### config.mk
export PLATFORM = sky130hd
export DESIGN_NAME = dnn_infer_ctrl
export DESIGN_NICKNAME = d
export VERILOG_FILES = /design/src/rtl/dnn_infer_ctrl.sv
export SDC_FILE = /design/constraint.sdc
export NUM_CORES = 1
export LEC_CHECK = 0
export ABC_AREA = 1
export CAP_MARGIN = 0
export CORE_UTILIZATION = 35
export DETAILED_ROUTE_END_ITERATION = 8
export DONT_BUFFER_PORTS = 1
export GPL_TIMING_DRIVEN = 0
export PLACE_DENSITY = 0.57
export SLEW_MARGIN = 20
export SYNTH_ARGS = -nofsm -noshare
export SYNTH_HDL_FRONTEND = slang
export SYNTH_SLANG_ARGS = --single-unit
### constraint.sdc
create_clock -name clk -period 5.38 [get_ports clk]
set_clock_uncertainty 0.1 [all_clocks]
set_input_delay 1.076 -clock clk [delete_from_list [all_inputs] [get_ports clk]]
set_output_delay 1.076 -clock clk [all_outputs]
set_load 0.02 [all_outputs]
### src/rtl/dnn_infer_ctrl.sv
// rtl/dnn_infer_ctrl.sv - DNN inference sequencer with watchdog and 10-way signed argmax
module dnn_infer_ctrl #(
  parameter int DATA_WIDTH     = 8,
  parameter int TIMEOUT_CYCLES = 65535,
  parameter int CNT_WIDTH      = 16
) (
  input  logic                         clk,
  input  logic                         rst,
  input  logic                         img_valid,
  output logic                         img_ready,
  output logic                         eng_reset,
  output logic                         eng_start,
  input  logic                         eng_done,
  input  logic signed [DATA_WIDTH-1:0] eng_out [9:0],
  output logic                         res_valid,
  input  logic                         res_ready,
  output logic [3:0]                   res_class,
  output logic signed [DATA_WIDTH-1:0] res_score,
  output logic                         busy,
  output logic                         err_timeout
);

  typedef enum logic [2:0] {
    IDLE   = 3'd0,
    CLEAR  = 3'd1,
    START  = 3'd2,
    RUN    = 3'd3,
    ARGMAX = 3'd4,
    RESULT = 3'd5,
    ERROR  = 3'd6
  } state_t;

  localparam logic [CNT_WIDTH-1:0] TIMEOUT_C = CNT_WIDTH'(TIMEOUT_CYCLES);

  state_t                         state_q, state_d;
  logic [CNT_WIDTH-1:0]           cnt_q, cnt_d, cnt_inc;
  logic signed [DATA_WIDTH-1:0]   snap_q [9:0];
  logic signed [DATA_WIDTH-1:0]   snap_d [9:0];
  logic signed [DATA_WIDTH-1:0]   best_q, best_d, cand, new_best;
  logic [3:0]                     bestidx_q, bestidx_d, new_idx;
  logic [3:0]                     idx_q, idx_d;
  logic [3:0]                     res_class_q, res_class_d;
  logic signed [DATA_WIDTH-1:0]   res_score_q, res_score_d;
  logic                           err_q, err_d;
  logic                           armed_q;
  logic                           wins;

  // State and datapath registers; reset abandons any operation silently.
  always_ff @(posedge clk or negedge rst) begin
    if (!rst) begin
      state_q     <= IDLE;
      cnt_q       <= '0;
      for (int i = 0; i < 10; i++) snap_q[i] <= '0;
      best_q      <= '0;
      bestidx_q   <= '0;
      idx_q       <= '0;
      res_class_q <= '0;
      res_score_q <= '0;
      err_q       <= 1'b0;
      armed_q     <= 1'b0;
    end else begin
      state_q     <= state_d;
      cnt_q       <= cnt_d;
      snap_q      <= snap_d;
      best_q      <= best_d;
      bestidx_q   <= bestidx_d;
      idx_q       <= idx_d;
      res_class_q <= res_class_d;
      res_score_q <= res_score_d;
      err_q       <= err_d;
      armed_q     <= 1'b1;
    end
  end

  // Next-state, watchdog and one-compare-per-cycle argmax; strict > keeps the lowest index on ties.
  always_comb begin
    state_d     = state_q;
    cnt_d       = cnt_q;
    snap_d      = snap_q;
    best_d      = best_q;
    bestidx_d   = bestidx_q;
    idx_d       = idx_q;
    res_class_d = res_class_q;
    res_score_d = res_score_q;
    err_d       = err_q;
    cnt_inc     = cnt_q + 1'b1;
    cand        = snap_q[idx_q];
    wins        = (cand > best_q);
    new_best    = wins ? cand  : best_q;
    new_idx     = wins ? idx_q : bestidx_q;
    case (state_q)
      IDLE: begin
        if (img_valid && armed_q) begin
          state_d = CLEAR;
          err_d   = 1'b0;
        end
      end
      CLEAR: state_d = START;
      START: begin
        cnt_d   = '0;
        state_d = RUN;
      end
      RUN: begin
        if (eng_done) begin
          snap_d    = eng_out;
          best_d    = eng_out[0];
          bestidx_d = 4'd0;
          idx_d     = 4'd1;
          state_d   = ARGMAX;
        end else begin
          cnt_d = cnt_inc;
          if (cnt_inc == TIMEOUT_C) state_d = ERROR;
        end
      end
      ARGMAX: begin
        best_d    = new_best;
        bestidx_d = new_idx;
        idx_d     = idx_q + 4'd1;
        if (idx_q == 4'd9) begin
          idx_d       = 4'd0;
          res_class_d = new_idx;
          res_score_d = new_best;
          state_d     = RESULT;
        end
      end
      RESULT: begin
        if (res_ready) state_d = IDLE;
      end
      ERROR: begin
        err_d   = 1'b1;
        state_d = IDLE;
      end
      default: state_d = IDLE;
    endcase
  end

  // Handshake/strobe outputs decode the state register only; armed_q holds img_ready low in reset.
  always_comb begin
    img_ready   = (state_q == IDLE) && armed_q;
    eng_reset   = (state_q == CLEAR) || (state_q == ERROR);
    eng_start   = (state_q == START);
    res_valid   = (state_q == RESULT);
    busy        = (state_q != IDLE);
    res_class   = res_class_q;
    res_score   = res_score_q;
    err_timeout = err_q;
  end

endmodule

Yosys cells after proc, flatten, opt, wreduce, memory -nomap -nowiden. Cells that the tools add are included.

Flip-flop bits (word level): 129. Input port bits: 85. Output and inout bits: 18. Logic and storage cells: 72.

$add $sub $neg: 2. Magnitude comparators: 2. Eq/ne operators: 14. Mux-type cells: 21. Reduce and logical (&&, ||, !) cells: 14.

Operators with widths (count): binary-select mux 8 bit (select 4 bit) (1); case mux 16 bit (2 select lines) (1); 2-to-1 mux 8 bit (3); case mux 3 bit (6 select lines) (1); adder 16 x 1 -> 16 bit (second input constant) (1); equality test 16 bit (second input constant) (1); 2-to-1 mux 16 bit (1); 2-to-1 mux 4 bit (4); case mux 4 bit (2 select lines) (2); case mux 8 bit (2 select lines) (1); 2-to-1 mux 3 bit (5); AND reduction 2 bit (5); equality test 3 bit (second input constant) (3); > comparator 8 bit (1); inequality test 2 bit (second input constant) (4); equality test 3 x 2 -> 1 bit (second input constant) (2); nonzero test 2 bit (3); less-than comparator 4 x 5 -> 1 bit (second input constant) (1); adder 4 x 1 -> 4 bit (second input constant) (1); equality test 4 bit (second input constant) (1); AND reduction 4 bit (1); equality test 3 x 1 -> 1 bit (second input constant) (1); zero test 3 bit (1); inequality test 3 bit (second input constant) (1); 6 further kinds (7).

Depth between registers and ports, before layout.
Word-level depth: 5. Depth in mapped cells: 21. Mapped depth without buffers: 19.

Worst setup path after synthesis. No wires, ideal clock.

Kind: reg2reg. Start point: register idx_q[0]. End point: register bestidx_q[1]. Setup time: 0.126 ns. Data arrival time: 2.346 ns. Required time: 5.154 ns. Slack: 2.808 ns. Stages on the path, launching flop included: 18. Path buffers: 3. Clock period less this slack: 2.572 ns. Cells stage by stage: dfrtp_1 clkbuf_2 inv_2 buf_2 a21oi_1 o21ai_0 o211ai_1 nand3_1 nand2_1 ha_1 nand2_1 nor4_1 inv_1 nand3_2 buf_4 nand2_1 nand3_1 o21ai_0.

Cells in the longest elaborated chain, start to end: 5.

Ends and longest elaborated chain: from (decl) (line 41) `logic [3:0] idx_q, idx_d;`; from (signal assigned) (line 67) `idx_q <= idx_d;`; binary-select mux 8 bit (select 4 bit) (line 87) `cand = snap_q[idx_q];`; 2-to-1 mux 8 bit (not written as such) (line 87); > comparator 8 bit (line 88) `wins = (cand > best_q);`; 2-to-1 mux 4 bit (line 90) `new_idx = wins ? idx_q : bestidx_q;`; case mux 4 bit (2 select lines) (line 91) `case (state_q)`; to (signal assigned) (line 66) `bestidx_q <= bestidx_d;`; to (decl) (line 40) `logic [3:0] bestidx_q, bestidx_d, new_idx;`.

Every way passes these cells. The select of a mux whose other input is x is not followed. A chain may end at the register's enable or synchronous reset.

Worst setup path after layout.
Start point: register idx_q[0]. End point: register res_score_q[0] (netlist: res_score[0]).

Cells in the longest elaborated chain, start to end: 4. Elaborated cells on any way between the ends: 6. Classes of those cells: order compare: 1; eq/ne: 1; mux: 3; reduce/logical: 1.

Ends and longest elaborated chain: binary-select mux 8 bit (select 4 bit) (line 87); 2-to-1 mux 8 bit (not written as such) (line 87); > comparator 8 bit (line 88); 2-to-1 mux 8 bit (line 89) `new_best = wins ? cand : best_q;`; to (signal assigned) (line 69) `res_score_q <= res_score_d;`; to (decl) (line 43) `logic signed [DATA_WIDTH-1:0] res_score_q, res_score_d;`.

Parallel ways exist; a longest one is shown, timed or not. The select of a mux whose other input is x is not followed.

==> flow_summary.yaml <==
run_status:
  status: "finished, final reports clean"
detailed_routing:
  drt_iter0_markers: 380
  routed_wl_um: 17530
  final_antenna_net_count: 0
  drc_errors: 0
  num_vias: 5572
  firstDrtPassIters: 5
  via_per_inst: 4.896
  avgRoutedWirePerCell_um: 15.40
floorplanning:
  io_pins: 103
  die_x_um: 139.4
  core_region_area_mm2: 0.01821
  die_y_um: 139.4
  die_area_mm2: 0.01943
  initial_utilization: 0.3628
  placementRows: 49
critical_path:
  worst-path-buf-inv: 4
  r2r_slack_ns: 2.11
  start_kind: "register"
  cp_max_fo: 10
  cp_top_family: "simple AND/OR/NAND/NOR gates"
  crit_slowest_cell: "dfrtp_1"
  path_class: "register to register"
  worst_ep_arrival_time_ns: 3.47
  critPathRequiredTime_ns: 5.58
  end_kind: "register"
  cp_cell_sequence: "clkbuf_2 > inv_2 > buf_2 > o21ai_0 > o221ai_1 > nand3_1 > nand2_1 > ha_1 > a21oi_1 > o21a_1 > nand3_1 > nand3_2 > buf_4 > nand2_1 > nand3_1 > nand2_1"
  max_stage_delay_ns: 0.41
sta:
  setup_viol: 0
  fin_crit_ns: 3.270
  fmax_mhz: 305.8
  timing.slew.headroom: 0.4917
  finalMaxSlewViolations: 0
  setup_slack_ns: 2.110
  worst_pin_slew_ns: 0.7566
  rsz0062_at_grt: "false"
  setup_tns_ns: 0
  fin_crit_sh: 0.6077
  worst_hold_slack_ns: 0.2470
  finalHoldViolCount: 0
synthesis:
  synth_top_area_frac: 0.4886
  yosys_warnings: 0
  ys_async_sr_fraction: 1.000
  synth-edff-count: 0
  syn_avg_cell_area_um2: 7.533
  ys_ff_latch: 129
  synth_area_leaders: "dfrtp_1 (49%), nand2_1 (21%), nand3_1 (5.0%), o21ai_0 (4.7%), inv_1 (3.4%)"
  ys_types: 36
  ys_top_cells_by_count: "nand2_1 (374), dfrtp_1 (129), nand3_1 (66)"
  ys.flop_type: "dfrtp_1"
  synth.cell_area_mm2: 0.006606
  synth_nets: 974
  synth_top_cell_by_area: "dfrtp_1"
  syn_inst: 877
  yosysMostFrequentCell: "nand2_1"
  yosysSeqAreaShare: 0.4886
cts:
  htreeDepth: 4
  cts_num_sinks: 129
  clk_latency_ns: 0.42
  path_clk_slew_ns: 0.06
  postCtsSetupRepairBufs: 0
  cts.repair.resized: 0
  clockRootBuffer: "clkbuf_16"
  cts_buffers: 17
  cts_tree: "built"
  cts_hold_buffers: 0
  clock_path_buffers: 2
placed_design:
  gp_congestion: 0.8354
  port_buffers: 0
  dp_hpwl_um: 12750
  dpl.cell_count: 1106
  dp_slack_ns: 2.205
grt:
  grt_pass1_vias: 5303
  grt_util_all_layers: 0.1926
  grt_pass1_wl_um: 28640
  antenna_found_initial: 0
  grt_overflow_total: 0
  grt_max_degree: 130
power_and_ir_drop:
  peakVddDrop_v: 0.0003730
  power_density_mw_per_mm2: 658.7
  p_leak_uw: 0.003768
run:
  cap_violations: 0
worst_hold_path:
  hp-class: "input port to async pin"
final_layout:
  instances_no_fill: 1138
  drive_gt1_frac: 0.08251
  diodes: 0
  syn2layout_area_growth_pct: 12.92
  final_util: 0.4097
  nets: 993
[cell families (layout without fill, tap and decap cells)]
kind of cell               Yosys count  count (layout)  synth area share
AOI/OAI and AO/OA                  108             108           0.09129
xor gates and xnor gates             1               1          0.001326
adders and majority gates           12              12           0.02273
buffers and inverters              107             139           0.06629
DFF                                129             129            0.4886
muxes                                1               1          0.001515
other                                1               1         0.0005676
and+or+nand+nor                    518             518            0.3277
[where the power goes]
| part | switching, µW | internal (µW) | leakage [µW] |
|---|---|---|---|
| sequential | 273 | 1350 | 0.00165 |
| combinational | 1460 | 712 | 0.00184 |
| clock | 466 | 654 | 0.000282 |
| total | 2200 | 2720 | 0.00377 |
[stage by stage]
stage / power [µW] / instance area (µm²)
after floorplan: 3228 / 6606
after global placement: 3763 / 6893
after detailed placement: 3802 / 6893
after CTS: 4948 / 7460
after global routing: 5366 / 7460
final: 4914 / 7460
[cell usage in the layout (no fill, tap or decap), types with 3 or more instances in the layout]
cell type and count:
nand4_1 9, inv_1 60, o21ai_1 9, nor2_4 4, nand3_1 66, o211ai_1 10, dfrtp_1 129, inv_2 8
nand2_2 3, o21ai_0 62, clkinv_2 4, clkbuf_1 13, buf_4 5, o221ai_1 7, buf_1 6, o22ai_1 4
buf_2 12, inv_6 6, nor2_1 48, clkbuf_16 17, ha_1 12, nand2_1 374, a21oi_1 14
[state kept, by name, indices dropped and copies added, names as in the netlist]
register	cells
err_timeout	1
cnt_q	16
res_score	8
bestidx_q	4
best_q	8
armed_q	1
state_q	3
idx_q	4
snap_q	80
res_class	4
[worst paths after layout]
path | from | endpoint | cells past startpoint
max | idx_q[0] | res_score[0] | 16
min | rst | cnt_q[3] | 0
max reg2reg | idx_q[0] | res_score[0] | 16
min reg2reg | snap_q[9] | snap_q[9] | 2
max in group asynchronous | rst | snap_q[29] | 0
min in group clk | snap_q[9] | snap_q[9] | 2
[area by class of cell]
class | count | area (µm²)
fillers | 1862 | 10750
flip-flops and latches | 129 | 3228
multi-input cells | 641 | 2940
clock buffers | 18 | 439.2
well taps | 229 | 286.5
inverters | 69 | 259.0
plain buffers | 38 | 178.9
clock inverters | 14 | 127.6
[per-layer routing]
layer | wire length [µm] | part of all wire | vias up | global-route usage
li1 | - | - | 2852 | -
met1 | 8421 | 0.48 | 2560 | 0.2669
met2 | 7815 | 0.45 | 137 | 0.2928
met3 | 1085 | 0.062 | 23 | 0.05643
met4 | 202 | 0.012 | 0 | 0.05088
met5 | 0 | 0 | - | 0
Power figures use the tool's default switching activity.
